File: src/rtl/rv32i_lsu.sv
// rv32i_lsu: RV32I load/store unit, initiator side of the data-memory port.
//
// Takes one load or store from the MEM stage and checks funct3 and alignment.
// Legal requests become a single bus transaction with a word address, byte
// enables and lane-replicated store data. Loads return the addressed lane,
// sign- or zero-extended.
//
// Handshake: o_mem_req and every request field (o_mem_we, o_mem_addr,
// o_mem_be, o_mem_wdata) stay stable from the first request cycle up to and
// including the cycle in which i_mem_gnt is sampled high. i_mem_gnt is looked
// at only while a request is pending. i_mem_rvalid/i_mem_rdata are looked at
// only for a granted load: in the grant cycle itself, or in any later cycle.
// Pipeline side: i_lsu_req is looked at only in IDLE. o_lsu_busy stalls the
// pipeline until the o_lsu_done cycle, and a new request may be presented in
// that cycle.
//
// Ports:
//   clk, rst_n                 clock (rising edge), async active-low reset
//   i_lsu_req/we/func3/addr/wdata  memory op presented by the pipeline
//   o_lsu_busy                 combinational stall request
//   o_lsu_done                 one-cycle completion pulse
//   o_lsu_rdata                extended load result, held until the next load
//   o_lsu_fault                one-cycle pulse for misaligned/illegal ops
//   o_mem_req/we/addr/be/wdata request to data memory
//   i_mem_gnt                  memory accepted the request
//   i_mem_rvalid/i_mem_rdata   read response
module rv32i_lsu #(
    parameter int WIDTH      = 32,
    parameter int ADDR_WIDTH = 32
) (
    input  logic                  clk,
    input  logic                  rst_n,
    input  logic                  i_lsu_req,
    input  logic                  i_lsu_we,
    input  logic [2:0]            i_lsu_func3,
    input  logic [ADDR_WIDTH-1:0] i_lsu_addr,
    input  logic [WIDTH-1:0]      i_lsu_wdata,
    output logic                  o_lsu_busy,
    output logic                  o_lsu_done,
    output logic [WIDTH-1:0]      o_lsu_rdata,
    output logic                  o_lsu_fault,
    output logic                  o_mem_req,
    output logic                  o_mem_we,
    output logic [ADDR_WIDTH-1:0] o_mem_addr,
    output logic [3:0]            o_mem_be,
    output logic [WIDTH-1:0]      o_mem_wdata,
    input  logic                  i_mem_gnt,
    input  logic                  i_mem_rvalid,
    input  logic [WIDTH-1:0]      i_mem_rdata
);

    typedef enum logic [1:0] {
        IDLE   = 2'd0,
        REQ    = 2'd1,
        WAIT_R = 2'd2
    } state_t;

    state_t     state;
    logic [2:0] func3_q;  // load type, kept for extraction
    logic [1:0] off_q;    // byte offset within the word, kept for extraction

    logic             f3_legal;
    logic             aligned;
    logic             accept;
    logic [3:0]       be_next;
    logic [WIDTH-1:0] wdata_next;

    always_comb begin
        f3_legal = 1'b0;
        case (i_lsu_func3)
            3'b000, 3'b001, 3'b010: f3_legal = 1'b1;
            3'b100, 3'b101:         f3_legal = !i_lsu_we;  // LBU/LHU have no store form
            default:                f3_legal = 1'b0;
        endcase

        aligned = 1'b1;
        case (i_lsu_func3[1:0])
            2'b01:   aligned = !i_lsu_addr[0];
            2'b10:   aligned = (i_lsu_addr[1:0] == 2'b00);
            default: aligned = 1'b1;
        endcase
    end

    assign accept     = (state == IDLE) && i_lsu_req && f3_legal && aligned;
    assign o_lsu_busy = (state != IDLE) || accept;

    always_comb begin
        be_next    = 4'b1111;
        wdata_next = '0;
        if (i_lsu_we) begin
            case (i_lsu_func3[1:0])
                2'b00: begin
                    be_next    = 4'b0001 << i_lsu_addr[1:0];
                    wdata_next = {4{i_lsu_wdata[7:0]}};
                end
                2'b01: begin
                    be_next    = 4'b0011 << {i_lsu_addr[1], 1'b0};
                    wdata_next = {2{i_lsu_wdata[15:0]}};
                end
                default: begin
                    be_next    = 4'b1111;
                    wdata_next = i_lsu_wdata;
                end
            endcase
        end
    end

    // Pick the addressed byte/halfword out of the returned word and extend it.
    function automatic logic [WIDTH-1:0] extract(input logic [2:0]       f3,
                                                 input logic [1:0]       off,
                                                 input logic [WIDTH-1:0] word);
        logic [7:0]  b;
        logic [15:0] h;
        b = word[{off, 3'b000} +: 8];
        h = word[{off[1], 4'b0000} +: 16];
        case (f3)
            3'b000:  return {{24{b[7]}}, b};
            3'b100:  return {24'b0, b};
            3'b001:  return {{16{h[15]}}, h};
            3'b101:  return {16'b0, h};
            default: return word;
        endcase
    endfunction

    always_ff @(posedge clk or negedge rst_n) begin
        if (!rst_n) begin
            state       <= IDLE;
            func3_q     <= '0;
            off_q       <= '0;
            o_mem_req   <= 1'b0;
            o_mem_we    <= 1'b0;
            o_mem_addr  <= '0;
            o_mem_be    <= '0;
            o_mem_wdata <= '0;
            o_lsu_done  <= 1'b0;
            o_lsu_fault <= 1'b0;
            o_lsu_rdata <= '0;
        end else begin
            o_lsu_done  <= 1'b0;
            o_lsu_fault <= 1'b0;
            case (state)
                IDLE: begin
                    if (accept) begin
                        state       <= REQ;
                        o_mem_req   <= 1'b1;
                        o_mem_we    <= i_lsu_we;
                        o_mem_addr  <= {i_lsu_addr[ADDR_WIDTH-1:2], 2'b00};
                        o_mem_be    <= be_next;
                        o_mem_wdata <= wdata_next;
                        func3_q     <= i_lsu_func3;
                        off_q       <= i_lsu_addr[1:0];
                    end else if (i_lsu_req) begin
                        o_lsu_fault <= 1'b1;
                    end
                end
                REQ: begin
                    if (i_mem_gnt) begin
                        o_mem_req <= 1'b0;
                        o_mem_we  <= 1'b0;
                        if (o_mem_we) begin
                            state      <= IDLE;
                            o_lsu_done <= 1'b1;
                        end else if (i_mem_rvalid) begin
                            // Response in the grant cycle: skip WAIT_R.
                            state       <= IDLE;
                            o_lsu_rdata <= extract(func3_q, off_q, i_mem_rdata);
                            o_lsu_done  <= 1'b1;
                        end else begin
                            state <= WAIT_R;
                        end
                    end
                end
                WAIT_R: begin
                    if (i_mem_rvalid) begin
                        state       <= IDLE;
                        o_lsu_rdata <= extract(func3_q, off_q, i_mem_rdata);
                        o_lsu_done  <= 1'b1;
                    end
                end
                default: state <= IDLE;
            endcase
        end
    end

endmodule

File: config.mk
export PLATFORM = sky130hd
export DESIGN_NAME = rv32i_lsu
export DESIGN_NICKNAME = d
export VERILOG_FILES = /design/src/rtl/rv32i_lsu.sv
export SDC_FILE = /design/constraint.sdc
export NUM_CORES = 1
export LEC_CHECK = 0
export CORE_MARGIN = 3
export CORE_UTILIZATION = 25
export CTS_BUF_LIST = sky130_fd_sc_hd__clkbuf_8
export CTS_CLUSTER_DIAMETER = 150
export DETAILED_ROUTE_END_ITERATION = 6
export PLACE_DENSITY_LB_ADDON = 0.3
export SLEW_MARGIN = 5
export SYNTH_ARGS = -nofsm -noshare
export SYNTH_HDL_FRONTEND = slang
export SYNTH_SLANG_ARGS = --single-unit
File: constraint.sdc
create_clock -name clk -period 3.05 [get_ports clk]
set_input_delay 0.61 -clock clk [delete_from_list [all_inputs] [get_ports clk]]
set_output_delay 0.61 -clock clk [all_outputs]
set_load 0.02 [all_outputs]
* Word level (Yosys, flattened, before mapping)
Index checks and enable logic that the tools add are counted.
Word-level totals: register bits 109, memories kept 0, memory bits (writable) 0, bits in read-only memories 0, word-level logic and storage cells 79, bits in latches 0, output and inout port bits 105
Cells by class: shift-type cells 4, reductions and logical operators 20, bitwise operators 0, $add $sub $neg 0, div/mod/pow operators 0, $mul 0, eq/ne operators 15, mux-type cells 29, order comparisons 0
Operator list (count):
- $mux W32 | 4
- $pmux W32 S2 | 2
- $pmux W32 S4 | 1
- $shiftx A32 B6 Y16 | 1
- $shiftx A32 B6 Y8 | 1
- $eq A3 B3 Y1 const B | 4
- $mux W2 | 5
- $pmux W1 S2 | 5
- $mux W1 | 9
- $reduce_and A3 Y1 | 3
- $ne A2 B2 Y1 const B | 4
- $pmux W4 S2 | 1
- $eq A3 B1 Y1 const B | 2
- $logic_not A2 Y1 | 3
- $logic_not A3 Y1 | 2
- $pmux W2 S3 | 1
- $reduce_bool A2 Y1 | 3
- $eq A2 B1 Y1 const B | 2
- $eq A2 B2 Y1 const B | 2
- $mux W4 | 1
- $shl A1 B2 Y4 const A | 1
- $shl A2 B2 Y4 const A | 1
- $eq A3 B2 Y1 const B | 1
- $logic_and A1 B1 Y1 | 3
- 5 further kinds | 6

* Longest topological paths before layout
Gate-level depths: netlist of the first run.
depth in word-level cells 7, gate-level depth with buffers 10, gate-level depth less buffers 7

* Least setup slack after synthesis of the first run
OpenSTA, ideal clock, no wires.
path kind in2out, from input port i_lsu_func3[0], to output port o_lsu_busy, setup slack 0.441 ns, path buffers 2, arrival 1.999 ns, stages on the path 8, cell sequence inv_1 > ha_1 > o311ai_0 > a21oi_1 > o21ai_1 > buf_2 > buf_2 > nand2_1
Between the ends: word-level cells in the longest chain between the ends 6, elaborated cells on any way between the ends 14
RTL lines:
- start: declaration | line 35 | input logic [2:0] i_lsu_func3,
- $eq A3 B1 Y1 (tied with other cells) | line 70 | case (i_lsu_func3)
- $reduce_or A3 Y1 or $reduce_or A2 Y1 (tied branches) | line 70
- $pmux W1 S2 | line 70
- $logic_and A1 B1 Y1 | line 84 | assign accept = (state == IDLE) && i_lsu_req && f3_legal && aligned;
- $logic_and A1 B1 Y1 (*) | line 84
- $logic_or A1 B1 Y1 (*) | line 85 | assign o_lsu_busy = (state != IDLE) || accept;
- end: declaration | line 38 | output logic o_lsu_busy,
Every way passes the cells marked *; elsewhere a longest branch is shown, timed or not.

* Worst setup path in the final report of the first run
Same ends and word-level chain as after synthesis.

==> impl_metrics.yaml, run 1 <==
run_status:
  outcome: "complete, no violations"
sta:
  setup_viol: 0
  fin_hold_ws_ns: 0.252
  slew_headroom: 0.539
  finalCriticalPeriod_ns: 2.93
  fin_tns_setup_ns: 0
  post-route-period-util: 0.960
  fin_skew_ns: 0.0202
  tightest_slew_ns: 0.692
  maxSlewViolCount: 0
  fmax_ghz: 0.341
  rsz0062_at_grt: "false"
  finalHoldViolCount: 0
worst_setup_path:
  required_ns: 2.44
  cp-startpoint: "i_lsu_func3[0]"
  r2r-start: "state[1]"
  cp_max_fo: 3
  worst-setup-path-type: "in -> out"
  crit_family: "buffers and inverters"
  critPathLaunchType: "primary input"
  critPathBufInv: 3
  critPathCaptureType: "primary output"
  max_stage_delay_ns: 0.49
  cp_slowest_cell: "clkdlybuf4s50_1"
  worstPathCellList: "clkdlybuf4s50_1 > inv_1 > ha_1 > o311ai_2 > a21oi_2 > o21ai_4 > nand2_1 > dlygate4sd2_1"
  arrival_ns: 2.32
synthesis:
  netlist_instances: 532
  synth_compound_area_frac: 0.140
  synthArstFlopShare: 1.00
  postSynthAreaPerCell_um2: 9.70
  ys.warnings.count: 0
  synth_area_mm2: 0.00516
  synth-xor-area-share: 0
  ys.flop_type: "dfrtp_1"
  ys_ff_latch: 109
  synth.distinct_cells: 44
  yosys.area_share.simple: 0.173
  yosysTopAreaCell: "dfrtp_1"
  synthTopCellsByArea: "dfrtp_1 (53%), nand2_1 (9.2%), mux2_2 (9.2%)"
  synth_edf_count: 0
  synthMuxAreaShare: 0.0999
  seq_area_frac_synth: 0.528
  synth_top_family_by_area: "simple AND/OR/NAND/NOR gates"
  yosysTopAreaCellShare: 0.528
  synthAdderAreaFrac: 0.0170
min_path:
  hold_path.class: "in -> async"
route:
  route.detailed.drc: 0
  wl_per_cell_um: 16.2
  dr.pass1.iters: 6
  ant_nets: 0
  viasPerCell: 4.52
  drtIter0Drc: 170
  vias: 4547
  wirelength_um: 16300
clock_network:
  cts_buffer_depth: 2
  clk_latency_ns: 0.38
  clk_pin_slew_worst_paths_ns: 0.11
  ctsRootBufferMaster: "clkbuf_8"
  tritoncts: "done"
  htree_levels: 3
  cts_buffers: 9
  cts_sinks: 109
floorplanning:
  num_io_pins: 210
  dieHeight_um: 150
  initial_core_util: 0.260
  core_area_mm2: 0.0198
  row_count: 51
  die-area_mm2: 0.0224
  dieWidth_um: 150
cells_and_area:
  drive_gt1_frac: 0.135
  final_cell_mix: "clkdlybuf4s50_1 (205), nand2_1 (127), dfrtp_1 (109)"
  final-seq-area_mm2: 0.00273
  insertedDiodeCount: 0
  fin_area_mm2: 0.00781
  area_growth_pct: 51.3
  multi_input_area_mm2: 0.00226
  fillers: 2008
  fin_util: 0.394
  layout_commonest_cell: "clkdlybuf4s50_1"
  layout.nets: 849
place:
  globalplace.congestion: 0.800
  place_area_mm2: 0.00761
  numPortBuffers: 207
  dp_hpwl_um: 11900
flow_run:
  drv_cap: 0
power:
  peakVddDrop_v: 0.000455
  power.leakage_nw: 3.41
  power_density_mw_per_mm2: 913
  p_total_w: 0.00713
global_routing:
  antenna_found_initial: 0
  gr-total-overflow: 0
  first_global_vias: 4576
  track_usage: 0.144
  grt_max_degree: 70
  grt_pass1_wl_um: 25300
## flip-flops by register name, summed over array words and instances, names as in the netlist
name / flops
o_lsu_rdata: 32
func3_q: 3
o_mem_addr: 30
o_mem_we: 1
state: 2
o_mem_req: 1
o_lsu_done: 1
off_q: 2
o_lsu_fault: 1
o_mem_be: 4
o_mem_wdata: 32
## synth_stat cells, drive strengths merged, types with 2 or more instances
master,number
nand2,127
nor3,5
nand3,33
o31ai,16
nand2b,4
a31oi,2
o21ai,58
mux2i,2
o221ai,3
buf,16
dfrtp,109
ha,7
nor2,28
mux2,42
a21o,2
clkbuf,23
inv,11
a22oi,9
a22o,8
a21oi,8
## stage by stage
stage               instances  worst slack [ns]
floorplan                 533             0.441
CTS                      1006            0.0253
global placement          989            -0.199
global route             1006           0.00837
detailed placement        989            -0.231
finish                   1006             0.121
## report_power, final
group / total, W / internal, W / leakage, nW / switching [W]
registers: 0.00252 / 0.00210 / 1.37 / 0.000420
logic: 0.00376 / 0.00183 / 1.96 / 0.00193
clock network: 0.000852 / 0.000318 / 0.0862 / 0.000534
## path summary, 6_finish.rpt
check | endpoint | slack (ns) | cells after the start
setup / recovery | o_lsu_busy | 0.12 | 8
hold / removal | o_mem_addr[13] | 0.25 | 1
setup reg to reg | o_lsu_rdata[16] | 0.85 | 7
hold reg to reg | o_mem_wdata[31] | 0.49 | 2
max in group asynchronous | o_mem_addr[26] | 2.02 | 2
min in group clk | o_mem_wdata[31] | 0.49 | 2
## logic make-up (layout without fill, tap and decap cells)
kind of cell / Yosys count / in the layout
compound gates: 116 / 116
flops: 109 / 109
other cells: 1 / 2
simple gates: 204 / 204
fa+ha+maj: 7 / 7
buf+inv: 50 / 258
mux: 45 / 45
## final cells by class
cell class,instances,area share
Clock inverter,5,0.00465
Sequential cell,109,0.349
Clock buffer,10,0.0176
Tap cell,265,0.0424
Timing Repair Buffer,232,0.292
Multi-Input combinational cell,374,0.289
Inverter,11,0.00529
## per-layer routing
layer | vias to the layer above | share of wire | global-route usage
li1 | 2230 | - | -
met1 | 2151 | 0.45 | 0.192
met2 | 154 | 0.44 | 0.217
met3 | 12 | 0.11 | 0.0572
met4 | 0 | 0.012 | 0.0384
met5 | - | 0 | 0
## what timing repair did
| item | CTS | global route |
|---|---|---|
| setup endpoints to repair | 1 | 1 |
| hold buffers | 0 | 0 |
| endpoints found under the hold margin | 0 | 0 |
| resized for setup | 1 | 4 |
| buffers inserted | 2 | 0 |
Note: power is estimated with default switching activity, not from simulation.
==> inputs of run 2 (changes only) <==
Settings changed: REMOVE_ABC_BUFFERS from default to 1.
==> run 2 against run 1 <==
Effect of this change: wire length down 0.24%; highest routed layer is now met5; final area up 0.46%; clock skew down 0.0064 ns; power up 1.9%; sequential power about the same; non-clock buffer count up 1; die area unchanged; global-route usage up 0.18 points; maximum frequency down 0.77%; register-to-register slack worse by 0.06 ns.
==> impl_metrics.yaml, run 2 (synthesis results as in run 1) <==
flow_run:
  drv_cap: 0
worst_setup_path:
  cp_max_fo: 4
  required_ns: 2.44
  worst-setup-path-type: "in -> out"
  arrival_ns: 2.34
  critPathCaptureType: "primary output"
  critPathLaunchType: "primary input"
min_path:
  hold_path.class: "in -> async"
clock_network:
  cts_hold_buf: 0
  htree_levels: 3
  clk_latency_ns: 0.38
  tritoncts: "done"
  ctsRootBufferMaster: "clkbuf_8"
  clk_pin_slew_worst_paths_ns: 0.11
  cts_buffers: 9
  cts_sinks: 109
  cts_buffer_depth: 2
global_routing:
  track_usage: 0.146
  antenna_found_initial: 1
  first_global_vias: 4617
  grt_max_degree: 70
  grt_pass1_wl_um: 25700
  gr-total-overflow: 0
power:
  p_int_w: 0.00439
  power.share.switching: 0.395
  peakVddDrop_v: 0.000422
  switchingPower_w: 0.00287
  combPwrFrac: 0.515
  power.leakage_nw: 3.44
  power_frac_seq: 0.348
  power_density_mw_per_mm2: 926
  clkPwrFrac: 0.137
route:
  viasPerCell: 4.54
  ant_nets: 0
  route.detailed.drc: 0
  drtIter0Drc: 163
  vias: 4580
  wl_per_cell_um: 16.1
  wirelength_um: 16300
  dr.pass1.iters: 4
floorplanning:
  initial_core_util: 0.260
  dieHeight_um: 150
  row_count: 51
  core_area_mm2: 0.0198
  dieWidth_um: 150
  die-area_mm2: 0.0224
  num_io_pins: 210
sta:
  finalCriticalPeriod_ns: 2.95
  slew_headroom: 0.446
  maxSlewViolCount: 0
  fin_skew_ns: 0.0139
  fin_ws_ns: 0.0985
  tightest_slew_ns: 0.830
  fin_hold_ws_ns: 0.0969
  post-route-period-util: 0.968
  setup_viol: 0
  fmax_ghz: 0.339
  finalHoldViolCount: 0
cells_and_area:
  multi_input_area_mm2: 0.00225
  layout.nets: 850
  drive_gt1_frac: 0.136
  area_growth_pct: 52.0
  fillers: 2021
  reg.largest.list: "o_lsu_rdata: 32 flops, o_mem_wdata: 32 flops, o_mem_addr: 30 flops"
  layout_commonest_cell: "clkdlybuf4s50_1"
  final-seq-area_mm2: 0.00273
  insertedDiodeCount: 0
  final_cell_mix: "clkdlybuf4s50_1 (205), nand2_1 (127), dfrtp_1 (109)"
place:
  pre_cts_ws_ns: -0.238
  globalplace.congestion: 0.828
  dp_hpwl_um: 11700
  numPortBuffers: 207
run_status:
  outcome: "complete, no violations"
==> run 2: cell count changes in the layout (fill, tap and decap cells not counted), sizes merged <==
cell,before,now
clkbuf,10,9
inv,13,15
clkinvlp,2,0
bufinv,0,2
buf,26,27
==> run 2: final cells by class <==
cell class	instances	area share
flip-flops and latches	109	0.348
clock buffers	9	0.0158
repair buffers	233	0.290
clock inverters	7	0.0121
multi-input cells	374	0.287
inverters	11	0.00526
well taps	265	0.0423
==> run 2: worst max-delay path: stages <==
cell and delay, ns:
clkdlybuf4s50_1 0.48, inv_1 0.08, ha_1 0.25, o311ai_2 0.31, a21oi_2 0.09, o21ai_4 0.07, nand2_1 0.11, dlygate4sd2_1 0.35
==> run 2: final timing paths <==
check / startpoint / endpoint / slack (ns) / cells after the start
max: i_lsu_func3[0] / o_lsu_busy / 0.1 / 8
min: rst_n / o_mem_addr[31] / 0.1 / 1
max reg2reg: state[1] / o_lsu_rdata[16] / 0.79 / 6
min reg2reg: o_mem_wdata[22] / o_mem_wdata[22] / 0.49 / 2
max in group asynchronous: rst_n / o_mem_wdata[6] / 2.21 / 2
min in group clk: o_mem_wdata[22] / o_mem_wdata[22] / 0.49 / 2
==> run 2: stage by stage <==
| stage | util | power (W) | setup TNS (ns) | std cells | instance area, µm² |
|---|---|---|---|---|---|
| final | 0.395 | 0.00727 | 0 | 1008 | 7850 |
| after global routing | 0.395 | 0.00779 | -0.00929 | 1008 | 7850 |
| after CTS | 0.395 | 0.00738 | 0 | 1008 | 7830 |
| after detailed placement | 0.383 | 0.00633 | -1.06 | 990 | 7600 |
| after global placement | 0.383 | 0.00631 | -0.398 | 990 | 7600 |
| after floorplan | - | 0.00442 | -201.71 | 494 | 4990 |
==> run 2: layer usage <==
layer / global-route usage / up-vias / part of all wire
li1: - / 2239 / -
met5: 0 / - / 0.00080
met1: 0.191 / 2165 / 0.45
met2: 0.227 / 164 / 0.45
met3: 0.0618 / 10 / 0.097
met4: 0.0265 / 2 / 0.0071
==> run 2: power groups by stage <==
stage	clock (W)	sequential, W	combinational (W)
2_1_floorplan	0	0.00327	0.00115
3_3_place_gp	0	0.00254	0.00377
3_5_place_dp	0	0.00255	0.00378
4_1_cts	0.00105	0.00253	0.00379
5_1_grt	0.00112	0.00262	0.00405
6_report	0.000997	0.00253	0.00375
==> run 2: timing repair <==
action | 4_1_cts | 5_1_grt
setup endpoints to repair | 1 | 1
resized for setup | 1 | 4
hold endpoints to repair | 0 | 0
buffers inserted | 2 | 0
==> edit 1 (flow settings as in run 1) <==
Encoding of `state_t`: now one-hot (3 bits for 3 states).
--- a/src/rtl/rv32i_lsu.sv
+++ b/src/rtl/rv32i_lsu.sv
@@ -50,8 +50,8 @@
 );
 
-    typedef enum logic [1:0] {
-        IDLE   = 2'd0,
-        REQ    = 2'd1,
-        WAIT_R = 2'd2
+    typedef enum logic [2:0] {
+        IDLE   = 3'b001,
+        REQ    = 3'b010,
+        WAIT_R = 3'b100
     } state_t;
 
Behaviour: same outputs for any inputs over 4 cycles, from zero or initial values and one cycle with rst_n low; so few cycles prove little.
==> edit 1 against run 1 <==
Non-clock buffer count down 4; sequential cell count up 1; via count rose by 0.48%; wire length up 3.6%; setup slack better by 0.016 ns; final area up 2.3%; power decreased by 22%; synthesized area up 3.9%; largest power group unchanged; highest routed layer is now met5.
==> edit 1: results (changes against run 1) <==
metric;value;unit;change
grt_max_degree;50;;-29%
cp-endpoint;o_lsu_busy;;
io_buffers;207;;unchanged
muxShareOfSynthArea;18.1;%;+8.1 points
yosys-top-cells-count;109 x dfrtp_1, 71 x mux2_2, 67 x nand2_1, 36 x nor2_1, 28 x o21ai_0;;
drtIter0Drc;140;;-18%
cpLargestDelayFamily;buffers and inverters;;
antenna_found_initial;2;;+2
r2r_cells;6;;-1
status;finished, final reports clean;;
synthAdderAreaFrac;0.700;%;-1.0 points
worstMarginPinSlew;0.653;ns;-0.0386 ns
totalWireLength;16.9;mm;+3.6%
synth.distinct_cells;49;;+11%
via_per_inst;4.67;;+3.3%
nFillCells;2062;;+2.7%
cp.arrival;2.30;ns;-0.02 ns
leakagePower;3.50;nW;+2.7%
cp_slowest_stage_delay;0.46;ns;-0.03 ns
grtUsageTotal;14.2;%;-0.17 points
dpl.hpwl;12.5;mm;+4.8%
nets;812;;-4.4%
yosys_warnings;0;;unchanged
grt_pass1_wl;26.4;mm;+4.4%
regArea;2750;um^2;+0.96%
pre_cts_slack;-0.248;ns;-0.0176 ns
top_regs;o_lsu_rdata (32), o_mem_wdata (32), o_mem_addr (30);;
synthTopCellsByArea;dfrtp_1 51%, mux2_2 15%, nand2_1 4.7%, mux2i_1 2.8%, o21ai_0 2.6%;;
synth_top_flop_cell;dfrtp_1;;
irDropWorstVdd;0.327;mV;-28%
regToRegStartpoint;state[2];;
synth_compound_area_share;9.85;%;-4.1 points
placed_area;7800;um^2;+2.5%
path_clk_slew;0.11;ns;about the same
rrSetupSlack;0.90;ns;+0.05 ns
reg2reg_to;o_mem_addr[16];;
dp.cells;963;;-2.6%
postSynthAreaPerCell;10.7;um^2;+10%
whs;0.234;ns;-0.0182 ns
min_period;2.91;ns;-0.0161 ns
place.gp.congestion;0.765;;-4.3%
async_reset_ff_share;100;%;unchanged
firstDrtPassIters;4;;-2
ys_seq_area_share;51.4;%;-1.5 points
antenna_cells;0;;unchanged
num_vias;4569;;+0.48%
drive_gt1_share;17.9;%;+4.4 points
finClkSkew;0.0158;ns;-0.00446 ns
==> edit 1: per-layer routing <==
metal,vias to the layer above,track usage [%],wire [um]
li1,2134,-,-
met1,2224,18.3,7460
met2,194,21.9,7530
met3,15,6.79,1710
met4,2,2.97,168
met5,-,0,13
==> edit 1: layout make-up <==
class | instances | area share [%]
Sequential cell | 110 | 34.5
Clock buffer | 10 | 1.72
Inverter | 17 | 0.799
Timing Repair Buffer | 228 | 28.3
Clock inverter | 6 | 0.626
Multi-Input combinational cell | 338 | 29.8
Tap cell | 270 | 4.23
==> edit 1: timing repair <==
action	CTS	global route
resized for setup	1	2
setup buffers	0	0
endpoints found under the setup margin	1	1
==> edit 1: power by group <==
part	total (mW)	internal, mW	switching (mW)
registers	2.17	1.88	0.283
clock network	0.882	0.332	0.550
logic	2.48	1.27	1.20
==> edit 1: worst reg2reg max path: stages, from the launching register on <==
cell and delay [ns]:
dfrtp_1 0.50, nor2_1 0.10, and3_1 0.25, nand3_4 0.09
buf_4 0.36, buf_12 0.34, mux2_2 0.42
==> edit 2 (settings of run 1) <==
Without the edit above. Set the parameter `ADDR_WIDTH` to 64 (it was 32).
--- a/src/rtl/rv32i_lsu.sv
+++ b/src/rtl/rv32i_lsu.sv
@@ -27,5 +27,5 @@
 module rv32i_lsu #(
     parameter int WIDTH      = 32,
-    parameter int ADDR_WIDTH = 32
+    parameter int ADDR_WIDTH = 64
 ) (
     input  logic                  clk,
Interface: changed (resized i_lsu_addr and o_mem_addr); port bits go from 210 to 274. The function was not compared with the original's and may differ.
==> edit 2 against run 1 <==
Wire length up 28%; setup slack better by 0.049 ns; final area up 27%; synthesized area up 23%; clock power up 70%; first-iteration DRC count up 55%; die area up 22%; power up 33%; sequential cell count up 32; critical path type unchanged; largest power group unchanged; highest routed layer is now met5.
==> edit 2: results (changes against run 1) <==
metric;value;unit;change
postCtsSetupRepairBufs;0;;-2
nets;1018;;+20%
num_vias;5449;;+20%
yosys-top-cells-count;141 x dfrtp_1, 127 x nand2_1, 74 x mux2_2, 57 x o21ai_0, 28 x nor2_1;;
grt_pass1_wl;31.2;mm;+23%
clkLatencyLatePin;0.44;ns;+0.06 ns
cp_slowest_stage_delay;0.48;ns;
firstDrtPassIters;4;;-2
gr-usage-met1;18.0;%;-1.2 points
grt_pass1_vias;5527;;+21%
ys_seq_area_share;55.6;%;+2.8 points
status;finished, final reports clean;;
numCtsBuffers;17;;+8
met3_usage;6.44;%;+0.71 points
cp.arrival;2.27;ns;-0.05 ns
placed_area;9520;um^2;+25%
met2_usage;23.9;%;+2.2 points
final_max_slew_viol_count;0;;unchanged
path_clk_slew;0.09;ns;-0.02 ns
dpl.hpwl;15.1;mm;+27%
grtUsageTotal;14.8;%;+0.39 points
synth.distinct_cells;43;;-2.3%
synthTopCellsByArea;dfrtp_1 56%, mux2_2 13%, nand2_1 7.5%, o21ai_0 4.5%, o31ai_1 1.9%;;
dr_wl_met3;2.05;mm;+19%
finClkSkew;0.0201;ns;-0.000133 ns
htree_levels;4;;+1
wl_per_cell;17.2;um;+6.1%
io_buffers;271;;+31%
place.gp.congestion;0.782;;-2.2%
routed.top_layer;met5;;
wl_met1;8.80;mm;+21%
irDropWorstVdd;0.461;mV;+1.4%
grt_max_degree;77;;+10%
syn_inst;599;;+13%
maxSlewHeadroom;57.8;%;+3.9 points
top_regs;o_mem_addr (62), o_lsu_rdata (32), o_mem_wdata (32);;
-- edit 2: changes by cell type after synthesis, sizes merged --
cell	run 1	this run
buf	16	18
clkbuf	23	24
mux2	42	74
dfrtp	109	141
-- edit 2: worst paths after layout --
kind                                   end  slack (ns)  cells after the start
setup / recovery                o_lsu_busy        0.17                      8
hold / removal              o_lsu_rdata[3]        0.07                      1
setup reg to reg            o_mem_addr[47]        0.95                      8
hold reg to reg            o_mem_wdata[13]        0.48                      2
max in group asynchronous   o_mem_addr[38]        2.29                      2
min in group clk           o_mem_wdata[13]        0.48                      2
-- edit 2: repair_timing --
| item | 4_1_cts | 5_1_grt |
|---|---|---|
| setup endpoints to repair | 1 | 1 |
| hold buffers | 0 | 0 |
| resized for setup | 1 | 4 |
| cloned | 0 | 0 |
-- edit 2: area by class of cell --
cell class	count	area, um^2
clock inverter	11	95.1
inverter	11	41.3
multi-input combinational	406	2620
sequential	141	3530
clock buffer	19	262
timing repair buffer	297	2950
fill	2438	14700
tap	324	405
-- edit 2: cell families after synthesis --
kind of cell / count (synthesis) / synth area share [%]
AO/OA/AOI/OAI: 116 / 11.4
other: 1 / 0.0591
adder cells (fa/ha/maj): 7 / 1.38
multiplexers: 77 / 13.8
buffers and inverters: 53 / 3.67
flip-flops: 141 / 55.6
AND/OR/NAND/NOR: 204 / 14.1
-- edit 2: power groups by stage --
stage / clock network (mW) / logic [mW] / registers (mW)
after floorplan: 0 / 1.47 / 4.22
after global placement: 0 / 4.82 / 3.30
after detailed placement: 0 / 4.84 / 3.33
after CTS: 1.52 / 4.85 / 3.30
after global routing: 1.60 / 5.15 / 3.41
final: 1.45 / 4.78 / 3.29
